==> src/rtl/nn_img_pkg.sv <==
// Shared types and default widths for the image-buffer sequencer.
//   state_e         : controller state encoding (2 bits)
//   *_DEF           : default parameter values used by nn_img_bf_ctrl
package nn_img_pkg;

  localparam int unsigned DATA_WIDTH_DEF = 8;
  localparam int unsigned ADDR_WIDTH_DEF = 10;
  localparam int unsigned K_WIDTH_DEF    = 4;
  localparam int unsigned PIX_PER_WORD   = 6;

  typedef enum logic [1:0] {
    ST_IDLE = 2'd0,
    ST_LOAD = 2'd1,
    ST_READ = 2'd2,
    ST_DONE = 2'd3
  } state_e;

endpackage

==> src/rtl/nn_img_win_agen.sv <==
// Sliding-window read address generator.
//   i_clear  : return base/offset to 0 (has priority over i_step)
//   i_step   : one word was issued; advance offset, or wrap and move base by stride
//   i_len/i_k/i_stride : latched configuration
//   o_pending : a full window starting at base still fits in the image
//   o_last    : current offset is the final word of the window
//   o_addr    : base + offset
module nn_img_win_agen #(
  parameter int unsigned ADDR_WIDTH = 10,
  parameter int unsigned K_WIDTH    = 4
) (
  input  logic                  i_clk,
  input  logic                  i_rst_n,
  input  logic                  i_clear,
  input  logic                  i_step,
  input  logic [ADDR_WIDTH-1:0] i_len,
  input  logic [K_WIDTH-1:0]    i_k,
  input  logic [K_WIDTH-1:0]    i_stride,
  output logic                  o_pending,
  output logic                  o_last,
  output logic [ADDR_WIDTH-1:0] o_addr
);

  // One extra bit so base+K and base+stride cannot wrap past the image end.
  localparam int unsigned BW = ADDR_WIDTH + 1;

  logic [BW-1:0]      base_q, base_d;
  logic [K_WIDTH-1:0] off_q, off_d;
  logic [BW-1:0]      win_end;

  assign win_end   = base_q + BW'(i_k);
  assign o_pending = (win_end <= BW'(i_len));
  assign o_last    = (off_q == (i_k - K_WIDTH'(1)));
  assign o_addr    = ADDR_WIDTH'(base_q + BW'(off_q));

  // Counter next-state.
  always_comb begin
    base_d = base_q;
    off_d  = off_q;
    if (i_clear) begin
      base_d = '0;
      off_d  = '0;
    end else if (i_step) begin
      if (o_last) begin
        off_d  = '0;
        base_d = base_q + BW'(i_stride);
      end else begin
        off_d  = off_q + K_WIDTH'(1);
      end
    end
  end

  always_ff @(posedge i_clk or negedge i_rst_n) begin
    if (!i_rst_n) begin
      base_q <= '0;
      off_q  <= '0;
    end else begin
      base_q <= base_d;
      off_q  <= off_d;
    end
  end

endmodule

==> src/rtl/nn_img_bf_ctrl.sv <==
// Image buffer sequencer: loads LEN words from a valid/ready stream into the
// buffer, then replays them as windows of K words with the base moving by STRIDE.
//   i_start/i_abort/i_cfg_*           : control and configuration
//   i_ld_valid/i_ld_data/o_ld_ready   : load stream (ready is combinational)
//   o_bf_wr_* / o_bf_rd_* / i_bf_rd_data : buffer ports (combinational)
//   o_rd_valid/o_rd_data/o_rd_last/i_rd_ready : registered output stream
//   o_busy/o_done                     : status (registered)
module nn_img_bf_ctrl #(
  parameter int unsigned DATA_WIDTH       = nn_img_pkg::DATA_WIDTH_DEF,
  parameter int unsigned ADDR_WIDTH       = nn_img_pkg::ADDR_WIDTH_DEF,
  parameter int unsigned TOTAL_DATA_WIDTH = DATA_WIDTH * nn_img_pkg::PIX_PER_WORD,
  parameter int unsigned K_WIDTH          = nn_img_pkg::K_WIDTH_DEF
) (
  input  logic                        i_clk,
  input  logic                        i_rst_n,
  input  logic                        i_start,
  input  logic                        i_abort,
  input  logic [ADDR_WIDTH-1:0]       i_cfg_len,
  input  logic [K_WIDTH-1:0]          i_cfg_k,
  input  logic [K_WIDTH-1:0]          i_cfg_stride,
  input  logic                        i_ld_valid,
  input  logic [TOTAL_DATA_WIDTH-1:0] i_ld_data,
  output logic                        o_ld_ready,
  output logic                        o_bf_wr_en,
  output logic [ADDR_WIDTH-1:0]       o_bf_wr_addr,
  output logic [TOTAL_DATA_WIDTH-1:0] o_bf_wr_data,
  output logic                        o_bf_rd_en,
  output logic [ADDR_WIDTH-1:0]       o_bf_rd_addr,
  input  logic [TOTAL_DATA_WIDTH-1:0] i_bf_rd_data,
  output logic                        o_rd_valid,
  output logic [TOTAL_DATA_WIDTH-1:0] o_rd_data,
  output logic                        o_rd_last,
  input  logic                        i_rd_ready,
  output logic                        o_busy,
  output logic                        o_done
);

  import nn_img_pkg::*;

  state_e                        state_q, state_d;
  logic [ADDR_WIDTH-1:0]         len_q, len_d;
  logic [K_WIDTH-1:0]            k_q, k_d;
  logic [K_WIDTH-1:0]            stride_q, stride_d;
  logic [ADDR_WIDTH-1:0]         ld_cnt_q, ld_cnt_d;
  logic                          rd_valid_q, rd_valid_d;
  logic [TOTAL_DATA_WIDTH-1:0]   rd_data_q, rd_data_d;
  logic                          rd_last_q, rd_last_d;
  logic                          busy_q, busy_d;
  logic                          done_q, done_d;

  logic                          ld_fire;
  logic                          issue;
  logic                          win_pending;
  logic                          win_last;
  logic [ADDR_WIDTH-1:0]         win_addr;
  logic                          cfg_bad;

  assign o_ld_ready   = (state_q == ST_LOAD);
  assign ld_fire      = o_ld_ready && i_ld_valid;
  assign o_bf_wr_en   = ld_fire;
  assign o_bf_wr_addr = ld_cnt_q;
  assign o_bf_wr_data = i_ld_data;

  // A row is read whenever the output register is free or being drained.
  assign issue        = (state_q == ST_READ) && win_pending && (!rd_valid_q || i_rd_ready);
  assign o_bf_rd_en   = issue;
  assign o_bf_rd_addr = win_addr;

  assign cfg_bad = (i_cfg_len == '0) || (i_cfg_k == '0) || (i_cfg_stride == '0);

  nn_img_win_agen #(
    .ADDR_WIDTH (ADDR_WIDTH),
    .K_WIDTH    (K_WIDTH)
  ) u_agen (
    .i_clk     (i_clk),
    .i_rst_n   (i_rst_n),
    .i_clear   ((state_q != ST_READ) || i_abort),
    .i_step    (issue),
    .i_len     (len_q),
    .i_k       (k_q),
    .i_stride  (stride_q),
    .o_pending (win_pending),
    .o_last    (win_last),
    .o_addr    (win_addr)
  );

  // Next-state and registered-output logic.
  always_comb begin
    state_d    = state_q;
    len_d      = len_q;
    k_d        = k_q;
    stride_d   = stride_q;
    ld_cnt_d   = ld_cnt_q;
    rd_valid_d = rd_valid_q;
    rd_data_d  = rd_data_q;
    rd_last_d  = rd_last_q;
    done_d     = 1'b0;

    case (state_q)
      ST_IDLE: begin
        if (i_start) begin
          len_d    = i_cfg_len;
          k_d      = i_cfg_k;
          stride_d = i_cfg_stride;
          ld_cnt_d = '0;
          if (cfg_bad) done_d  = 1'b1;
          else         state_d = ST_LOAD;
        end
      end
      ST_LOAD: begin
        if (ld_fire) begin
          if (ld_cnt_q == (len_q - ADDR_WIDTH'(1))) begin
            ld_cnt_d = '0;
            state_d  = ST_READ;
          end else begin
            ld_cnt_d = ld_cnt_q + ADDR_WIDTH'(1);
          end
        end
      end
      ST_READ: begin
        if (issue) begin
          rd_valid_d = 1'b1;
          rd_data_d  = i_bf_rd_data;
          rd_last_d  = win_last;
        end else if (i_rd_ready) begin
          rd_valid_d = 1'b0;
        end
        // Covers K > len as well: nothing pending and nothing held.
        if (!win_pending && (!rd_valid_q || i_rd_ready)) begin
          state_d = ST_DONE;
          done_d  = 1'b1;
        end
      end
      ST_DONE: begin
        state_d = ST_IDLE;
      end
      default: state_d = ST_IDLE;
    endcase

    // Abort overrides anything decided above, including a same-cycle handshake.
    if (i_abort) begin
      state_d    = ST_IDLE;
      ld_cnt_d   = '0;
      rd_valid_d = 1'b0;
      rd_last_d  = 1'b0;
      done_d     = 1'b0;
    end

    busy_d = (state_d != ST_IDLE);
  end

  always_ff @(posedge i_clk or negedge i_rst_n) begin
    if (!i_rst_n) begin
      state_q    <= ST_IDLE;
      len_q      <= '0;
      k_q        <= '0;
      stride_q   <= '0;
      ld_cnt_q   <= '0;
      rd_valid_q <= 1'b0;
      rd_data_q  <= '0;
      rd_last_q  <= 1'b0;
      busy_q     <= 1'b0;
      done_q     <= 1'b0;
    end else begin
      state_q    <= state_d;
      len_q      <= len_d;
      k_q        <= k_d;
      stride_q   <= stride_d;
      ld_cnt_q   <= ld_cnt_d;
      rd_valid_q <= rd_valid_d;
      rd_data_q  <= rd_data_d;
      rd_last_q  <= rd_last_d;
      busy_q     <= busy_d;
      done_q     <= done_d;
    end
  end

  assign o_rd_valid = rd_valid_q;
  assign o_rd_data  = rd_data_q;
  assign o_rd_last  = rd_last_q;
  assign o_busy     = busy_q;
  assign o_done     = done_q;

endmodule

==> config.mk <==
export PLATFORM = sky130hd
export DESIGN_NAME = nn_img_bf_ctrl
export DESIGN_NICKNAME = d
export VERILOG_FILES = /design/src/rtl/nn_img_pkg.sv /design/src/rtl/nn_img_win_agen.sv /design/src/rtl/nn_img_bf_ctrl.sv
export SDC_FILE = /design/constraint.sdc
export NUM_CORES = 1
export LEC_CHECK = 0
export ABC_CLOCK_PERIOD_IN_PS = 7300
export BUFFER_PORTS_ARGS = -buffer_cell sky130_fd_sc_hd__buf_2
export CORE_ASPECT_RATIO = 1.1
export CORE_MARGIN = 2
export CORE_UTILIZATION = 35
export DETAILED_ROUTE_END_ITERATION = 7
export SYNTH_ARGS = -nofsm -noshare
export SYNTH_HDL_FRONTEND = slang
export SYNTH_SLANG_ARGS = --single-unit
==> constraint.sdc <==
create_clock -name i_clk -period 7.3 [get_ports i_clk]
set_input_delay 1.46 -clock i_clk [delete_from_list [all_inputs] [get_ports i_clk]]
set_output_delay 1.46 -clock i_clk [all_outputs]
set_load 0.05 [all_outputs]
== Word-level counts from Yosys, hierarchy flattened ==
Cells that the tools add are included.

* Flip-flop bits (word level): 97
* Input port bits: 120
* Output and inout port bits: 123
* Word-level logic and storage cells: 85

* Add/subtract/negate cells: 7
* Magnitude comparators: 1
* Equality and inequality tests: 8
* Mux-type cells: 30
* Reductions and logical operators: 27

{| class="wikitable"
|+ Operators by type and width
! operator !! number
|-
| 10-bit 2-to-1 mux || 4
|-
| 11-bit 2-to-1 mux || 3
|-
| 11-bit by 4-bit adder with 11-bit output || 2
|-
| 10-bit one-hot mux with 2 select lines || 1
|-
| 2-bit 2-to-1 mux || 6
|-
| 4-bit 2-to-1 mux || 3
|-
| 11-bit by 10-bit less-or-equal comparator with 1-bit output || 1
|-
| 1-bit 2-to-1 mux || 11
|-
| 10-bit by 1-bit adder with 10-bit output (second input constant) || 1
|-
| 10-bit by 4-bit adder with 10-bit output || 1
|-
| 10-bit == test || 1
|-
| 10-bit logical NOT || 1
|-
| 2-bit AND reduction || 5
|-
| 2-bit nonzero test || 5
|-
| 10-bit by 1-bit subtractor with 10-bit output (second input constant) || 1
|-
| 4-bit logical NOT || 2
|-
| 2-bit one-hot mux with 4 select lines || 1
|-
| 3-bit nonzero test || 2
|-
| 4-bit by 1-bit adder with 4-bit output (second input constant) || 1
|-
| 2-bit == test (second input constant) || 2
|-
| 4-bit == test || 1
|-
| 1-bit logical AND || 4
|-
| 1-bit logical OR || 4
|-
| 4-bit by 1-bit subtractor with 4-bit output (second input constant) || 1
|-
| 8 further kinds || 9
|}

== Longest topological paths before layout ==
* Word-level depth: 8
* Gate-level depth with buffers: 16
* Gate-level depth less buffers: 15

== Hierarchy ==
From an unflattened synthesis, not the netlist that was laid out.

* Cells, all modules: 644
* Area total of the unflattened synthesis: 5,828.1 sq um

{| class="wikitable"
|+ By module, submodules not included
! module !! times used !! cells each !! area an instance (sq um) !! sequential area each (sq um)
|-
| nn_img_bf_ctrl || 1 || 444 || 4,105.2 || 2,052.0
|-
| nn_img_win_agen || 1 || 200 || 1,722.9 || 375.4
|}

== Least setup slack after synthesis ==
OpenSTA, ideal clock, no wires.

* Path kind: reg-to-output
* From: register k_q[0]
* To: output port o_bf_rd_en
* Arrival time: 3.107 ns
* Required time: 5.840 ns
* Slack: 2.733 ns
* Cell stages (with the launch flop): 15
* Path buffers: 1
* Cells stage by stage: dfrtp_1 > ha_1 > inv_1 > fa_1 > nand2b_1 > a21o_1 > nor2_1 > xor2_1 > ha_1 > a2111oi_2 > o21ai_1 > nor2_2 > o311ai_4 > inv_2 > buf_2

* Word-level cells in the longest chain between the ends: 4

{| class="wikitable"
|+ Ends and longest elaborated chain
! what !! line !! text
|-
| from (decl) || nn_img_bf_ctrl.sv:42 || <nowiki>logic [K_WIDTH-1:0] k_q, k_d;</nowiki>
|-
| from (signal assigned) || nn_img_bf_ctrl.sv:167 || <nowiki>k_q <= k_d;</nowiki>
|-
| 11-bit by 4-bit adder with 11-bit output || nn_img_win_agen.sv:31 || <nowiki>assign win_end = base_q + BW'(i_k);</nowiki>
|-
| 11-bit by 10-bit less-or-equal comparator with 1-bit output || nn_img_win_agen.sv:32 || <nowiki>assign o_pending = (win_end <= BW'(i_len));</nowiki>
|-
| 1-bit logical AND (2 in a row) || nn_img_bf_ctrl.sv:65 || <nowiki>assign issue = (state_q == ST_READ) && win_pending && (!rd_valid_q || i_rd_ready);</nowiki>
|-
| to (decl) || nn_img_bf_ctrl.sv:27 || <nowiki>output logic o_bf_rd_en,</nowiki>
|}

No other way between the ends.

== Worst setup path after layout ==
Same ends and word-level chain as after synthesis.

==> run summary <==
### Status
* **run status** finished, final reports clean

### Global routing
* **number of global-route vias before repair** 4518
* **met1 track utilization from global routing** 0.2082
* **busiest metal layer after global routing** met2
* **maximum number of pins on one net before global-route repair** 73
* **number of antenna violations at the first check in global routing** 0
* **total grt overflow** 0
* **met2 capacity usage during global routing** 0.2714
* **global-route met3 utilization** 0.03858
* **global-route wire length before repair** 22.78 mm
* **GR Util All Layers** 0.1608

### Synth
* **share of the synthesized area in compound gates (AO/OA/AOI/OAI)** 0.1119
* **adder-cell share of the synthesized area** 0.06642
* **Cell Area, Synth** 0.005802 sq mm
* **async set-reset flop share out of synthesis** 1.000
* **largest area contributor in the netlist** sky130_fd_sc_hd__dfrtp_1
* **Syn. warnings** 0
* **combinational family with the most area after synthesis** simple AND/OR/NAND/NOR gates
* **Gate Count Post-Synth** 657
* **parity-gate share of the synthesized area counting xor and xnor cells** 0.06038
* **multiplexer fraction of the synthesized cell area** 0.01165
* **share of the synthesized area in the top cell type** 0.4184
* **total of flip-flops plus latches after synthesis** 97
* **Synth Net Count** 806
* **number of distinct library cell variants in the gate-level netlist after synthesis** 58
* **ranking of synthesized cells by area** sky130_fd_sc_hd__dfrtp_1 (42%), sky130_fd_sc_hd__nand2_1 (12%), sky130_fd_sc_hd__buf_4 (7.0%)
* **number of enable flip-flop cells after synthesis** 0
* **register area share after synthesis** 0.4184
* **basic-gate share of the synthesized area counting and, or, nand and nor cells** 0.2288
* **primary flip-flop cell chosen by synthesis mapping** sky130_fd_sc_hd__dfrtp_1
* **post-synthesis average cell area** 8.831 sq um

### Final layout
* **Layout Nets** 895
* **ratio of cells with drive above 1 in the final layout** 0.2557
* **number of inserted filler cells in the final layout** 1700
* **antenna cells** 0
* **signed area change from the synthesized netlist to the final layout** 14.64%

### Power
* **total chip power** 1.492 mW
* **leakage power** 3.403 nW
* **power share of the combinational group** 0.232
* **largest voltage drop on the vdd net** 0.0001006 V
* **internal portion of total power** 0.9930 mW
* **proportion of power drawn by flip-flops and latches** 0.420
* **net switching power** 0.4989 mW
* **clock group share of total power** 0.347
* **switching portion of total power** 0.3344
* **power per cell area** 224.3 mW/mm^2

### STA
* **worst-case clock skew** 0.008811 ns
* **Period Utilization, post-route** 0.6831
* **RSZ-0062 raised after global routing** false
* **setup TNS** 0 ns
* **setup-violating endpoint count in the final report** 0
* **Slew headroom** 0.2025
* **fin worst setup slack** 2.314 ns
* **Final Max Tran Viols** 0
* **maximum clock frequency** 200.5 MHz
* **number of hold-slack violations in the final timing report** 0
* **final critical path time including I/O delays and setup** 4.986 ns
* **transition time of the tightest slew-check pin** 1.187 ns

### CTS
* **TritonCTS clock tree** yes
* **number of setup buffers added after CTS** 0
* **CTS HTree Levels** 3
* **number of buffers added to fix hold violations after cts** 0
* **latest clock arrival within the worst-skew pair** 0.35 ns
* **clock-pin slew reported for the worst setup and hold paths after clock tree synthesis** 0.07 ns
* **Clock Tree Root** sky130_fd_sc_hd__clkbuf_16
* **CTS resizes** 0
* **Clock Sinks** 97
* **number of clock buffers inserted by TritonCTS** 9
* **worst-case clock buffer depth** 2

### Die
* **num ports** 243
* **initial cell density of the core** 0.3558
* **area of the placeable core** 0.01631 sq mm
* **die extent in y** 139.0 microns
* **area enclosed by the die boundary** 0.01762 sq mm
* **std cell rows** 49
* **width of the die** 126.8 microns

### Setup path
* **most prevalent standard cell on the critical path** sky130_fd_sc_hd__ha_1
* **data arrival time of the critical path** 3.53 ns
* **nature of the critical path startpoint** flip-flop
* **cell family with most CP delay** adder cells
* **required time at the endpoint of the critical path** 5.84 ns
* **cells traversed along the worst timing path** ha_1 > inv_1 > fa_1 > nand2b_1 > a21o_1 > nor2_1 > xor2_1 > ha_1 > a2111oi_2 > o21ai_1 > nor2_2 > o311ai_4 > inv_2 > buf_2
* **count of buffer and inverter cells on the critical path** 3
* **Worst setup EP type** output pin
* **type of the setup path with the least slack** reg2out
* **worst-path maximum fanout** 4
* **slowest stage delay, CP** 0.43 ns
* **slowest stage cell, crit path** sky130_fd_sc_hd__dfrtp_1

### Route
* **first-pass detailed-route iteration total** 5
* **routed via count divided by cell count** 4.915
* **final wirelength** 13.95 mm
* **total via count in the routed design** 4694
* **number of nets still failing antenna checks after routing** 0
* **violation count after the first detailed-route iteration** 274
* **average wire length per cell after detail routing** 14.61 microns
* **residual DRC count** 0

### Flow run
* **max capacitance violation total** 0

### Place
* **Port Buffer Count** 146
* **detailed-placement wirelength estimate** 9.944 mm
* **pre-CTS worst setup slack** 2.654 ns
* **routability congestion estimate** 0.8230

### Hold path
* **class of the tightest hold or removal check** reg2reg

final cells by class:
| cell class | instances | area, sq um | area share |
|---|---|---|---|
| clock inverters | 6 | 90.09 | 0.01354 |
| clock buffers | 10 | 229.0 | 0.03442 |
| well taps | 204 | 255.2 | 0.03837 |
| flip-flops and latches | 97 | 2427 | 0.3649 |
| repair buffers | 150 | 763.2 | 0.1147 |
| inverters | 27 | 101.3 | 0.01524 |
| multi-input cells | 461 | 2785 | 0.4187 |
logic make-up (layout without fill, tap and decap cells):
group | Yosys count | after routing
fa+ha+maj | 29 | 29
mux | 6 | 6
buf+inv | 99 | 193
flops | 97 | 97
simple gates | 295 | 295
compound gates | 91 | 91
xor+xnor | 40 | 40
final timing paths:
path / to / from / slack, ns / cells past startpoint
max in group asynchronous: o_rd_data[22]$_DFFE_PN0P_ / i_rst_n / 5.04 / 2
max reg2reg: u_agen.base_q[7]$_DFFE_PN0P_ / k_q[0]$_DFFE_PN0P_ / 3.29 / 15
min: o_rd_data[16]$_DFFE_PN0P_ / o_rd_data[16]$_DFFE_PN0P_ / 0.47 / 2
min reg2reg: o_rd_data[16]$_DFFE_PN0P_ / o_rd_data[16]$_DFFE_PN0P_ / 0.47 / 2
max: o_bf_rd_en / k_q[0]$_DFFE_PN0P_ / 2.31 / 14
min in group asynchronous: stride_q[1]$_DFFE_PN0P_ / i_rst_n / 1.09 / 1
synth_stat cells (4+ instances only):
library cell	count
sky130_fd_sc_hd__inv_1	26
sky130_fd_sc_hd__nor4_1	10
sky130_fd_sc_hd__nand2_1	192
sky130_fd_sc_hd__nor2_1	20
sky130_fd_sc_hd__mux2_2	6
sky130_fd_sc_hd__dfrtp_1	97
sky130_fd_sc_hd__nor3_1	12
sky130_fd_sc_hd__o211ai_1	4
sky130_fd_sc_hd__o21ai_0	25
sky130_fd_sc_hd__or4_1	4
sky130_fd_sc_hd__a21oi_1	22
sky130_fd_sc_hd__buf_2	4
sky130_fd_sc_hd__and2_1	5
sky130_fd_sc_hd__nor2b_1	7
sky130_fd_sc_hd__clkbuf_1	11
sky130_fd_sc_hd__nand3_1	12
sky130_fd_sc_hd__o31ai_1	5
sky130_fd_sc_hd__nand3b_1	4
sky130_fd_sc_hd__or3_1	5
sky130_fd_sc_hd__buf_4	54
sky130_fd_sc_hd__nand2b_1	5
sky130_fd_sc_hd__ha_1	26
sky130_fd_sc_hd__xnor2_1	28
sky130_fd_sc_hd__a21o_1	7
sky130_fd_sc_hd__o221ai_1	5
sky130_fd_sc_hd__or2_2	7
sky130_fd_sc_hd__xor2_1	12
placed cells by master (no fill, tap or decap), types with 3 or more instances in the layout:
cell	count
sky130_fd_sc_hd__a21o_1	7
sky130_fd_sc_hd__a21oi_1	22
sky130_fd_sc_hd__and2_1	5
sky130_fd_sc_hd__buf_2	145
sky130_fd_sc_hd__buf_4	5
sky130_fd_sc_hd__clkbuf_16	9
sky130_fd_sc_hd__dfrtp_1	97
sky130_fd_sc_hd__fa_1	3
sky130_fd_sc_hd__ha_1	26
sky130_fd_sc_hd__inv_1	26
sky130_fd_sc_hd__mux2_2	6
sky130_fd_sc_hd__nand2_1	192
sky130_fd_sc_hd__nand2b_1	5
sky130_fd_sc_hd__nand3_1	12
sky130_fd_sc_hd__nand3b_1	4
sky130_fd_sc_hd__nand4_1	3
sky130_fd_sc_hd__nor2_1	20
sky130_fd_sc_hd__nor2b_1	7
sky130_fd_sc_hd__nor3_1	12
sky130_fd_sc_hd__nor4_1	10
sky130_fd_sc_hd__o211ai_1	4
sky130_fd_sc_hd__o21a_1	3
sky130_fd_sc_hd__o21ai_0	25
sky130_fd_sc_hd__o221ai_1	5
sky130_fd_sc_hd__o31ai_1	5
sky130_fd_sc_hd__or2_2	7
sky130_fd_sc_hd__or3_1	5
sky130_fd_sc_hd__or4_1	4
sky130_fd_sc_hd__xnor2_1	28
sky130_fd_sc_hd__xor2_1	12
flip-flops by register name, indices dropped and copies added (netlist names):
register       flops
state_q            2
stride_q           4
k_q                4
o_done             1
len_q             10
u_agen.base_q     11
o_bf_wr_addr      10
o_rd_data         48
o_rd_last          1
o_rd_valid         1
o_busy             1
u_agen.off_q       4
layer usage:
layer	up-vias	part of all wire	routed length (microns)
li1	2318	-	-
met3	9	0.058	807
met2	139	0.48	6706
met4	0	0.012	164
met1	2228	0.45	6274
met5	-	0	0
power by group through the flow:
stage / clock [mW] / sequential (mW) / combinational [mW]
6_report: 0.518 / 0.627 / 0.347
5_1_grt: 0.556 / 0.634 / 0.381
4_1_cts: 0.540 / 0.627 / 0.351
3_5_place_dp: 0 / 0.636 / 0.352
3_3_place_gp: 0 / 0.637 / 0.348
2_1_floorplan: 0 / 0.750 / 0.202
worst register-to-register path, stage by stage (launching register included):
cell	delay (ns)
sky130_fd_sc_hd__dfrtp_1	0.43
sky130_fd_sc_hd__ha_1	0.19
sky130_fd_sc_hd__inv_1	0.05
sky130_fd_sc_hd__fa_1	0.39
sky130_fd_sc_hd__nand2b_1	0.21
sky130_fd_sc_hd__a21o_1	0.21
sky130_fd_sc_hd__nor2_1	0.12
sky130_fd_sc_hd__xor2_1	0.16
sky130_fd_sc_hd__ha_1	0.28
sky130_fd_sc_hd__a2111oi_2	0.36
sky130_fd_sc_hd__o21ai_1	0.13
sky130_fd_sc_hd__nor2_2	0.16
sky130_fd_sc_hd__o311ai_4	0.13
sky130_fd_sc_hd__buf_4	0.36
sky130_fd_sc_hd__or4_1	0.60
sky130_fd_sc_hd__a21oi_1	0.16
metrics by stage:
stage,util,hold slack (ns),instance area (sq um),std cells
2_1_floorplan,-,0.4849,5802,657
4_1_cts,0.4079,0.4759,6651,955
3_5_place_dp,0.3883,0.4581,6332,939
5_1_grt,0.4079,0.4990,6651,955
6_report,0.4079,0.4715,6651,955
3_3_place_gp,0.3883,0.4525,6332,939
(Power assumes the default switching activity.)
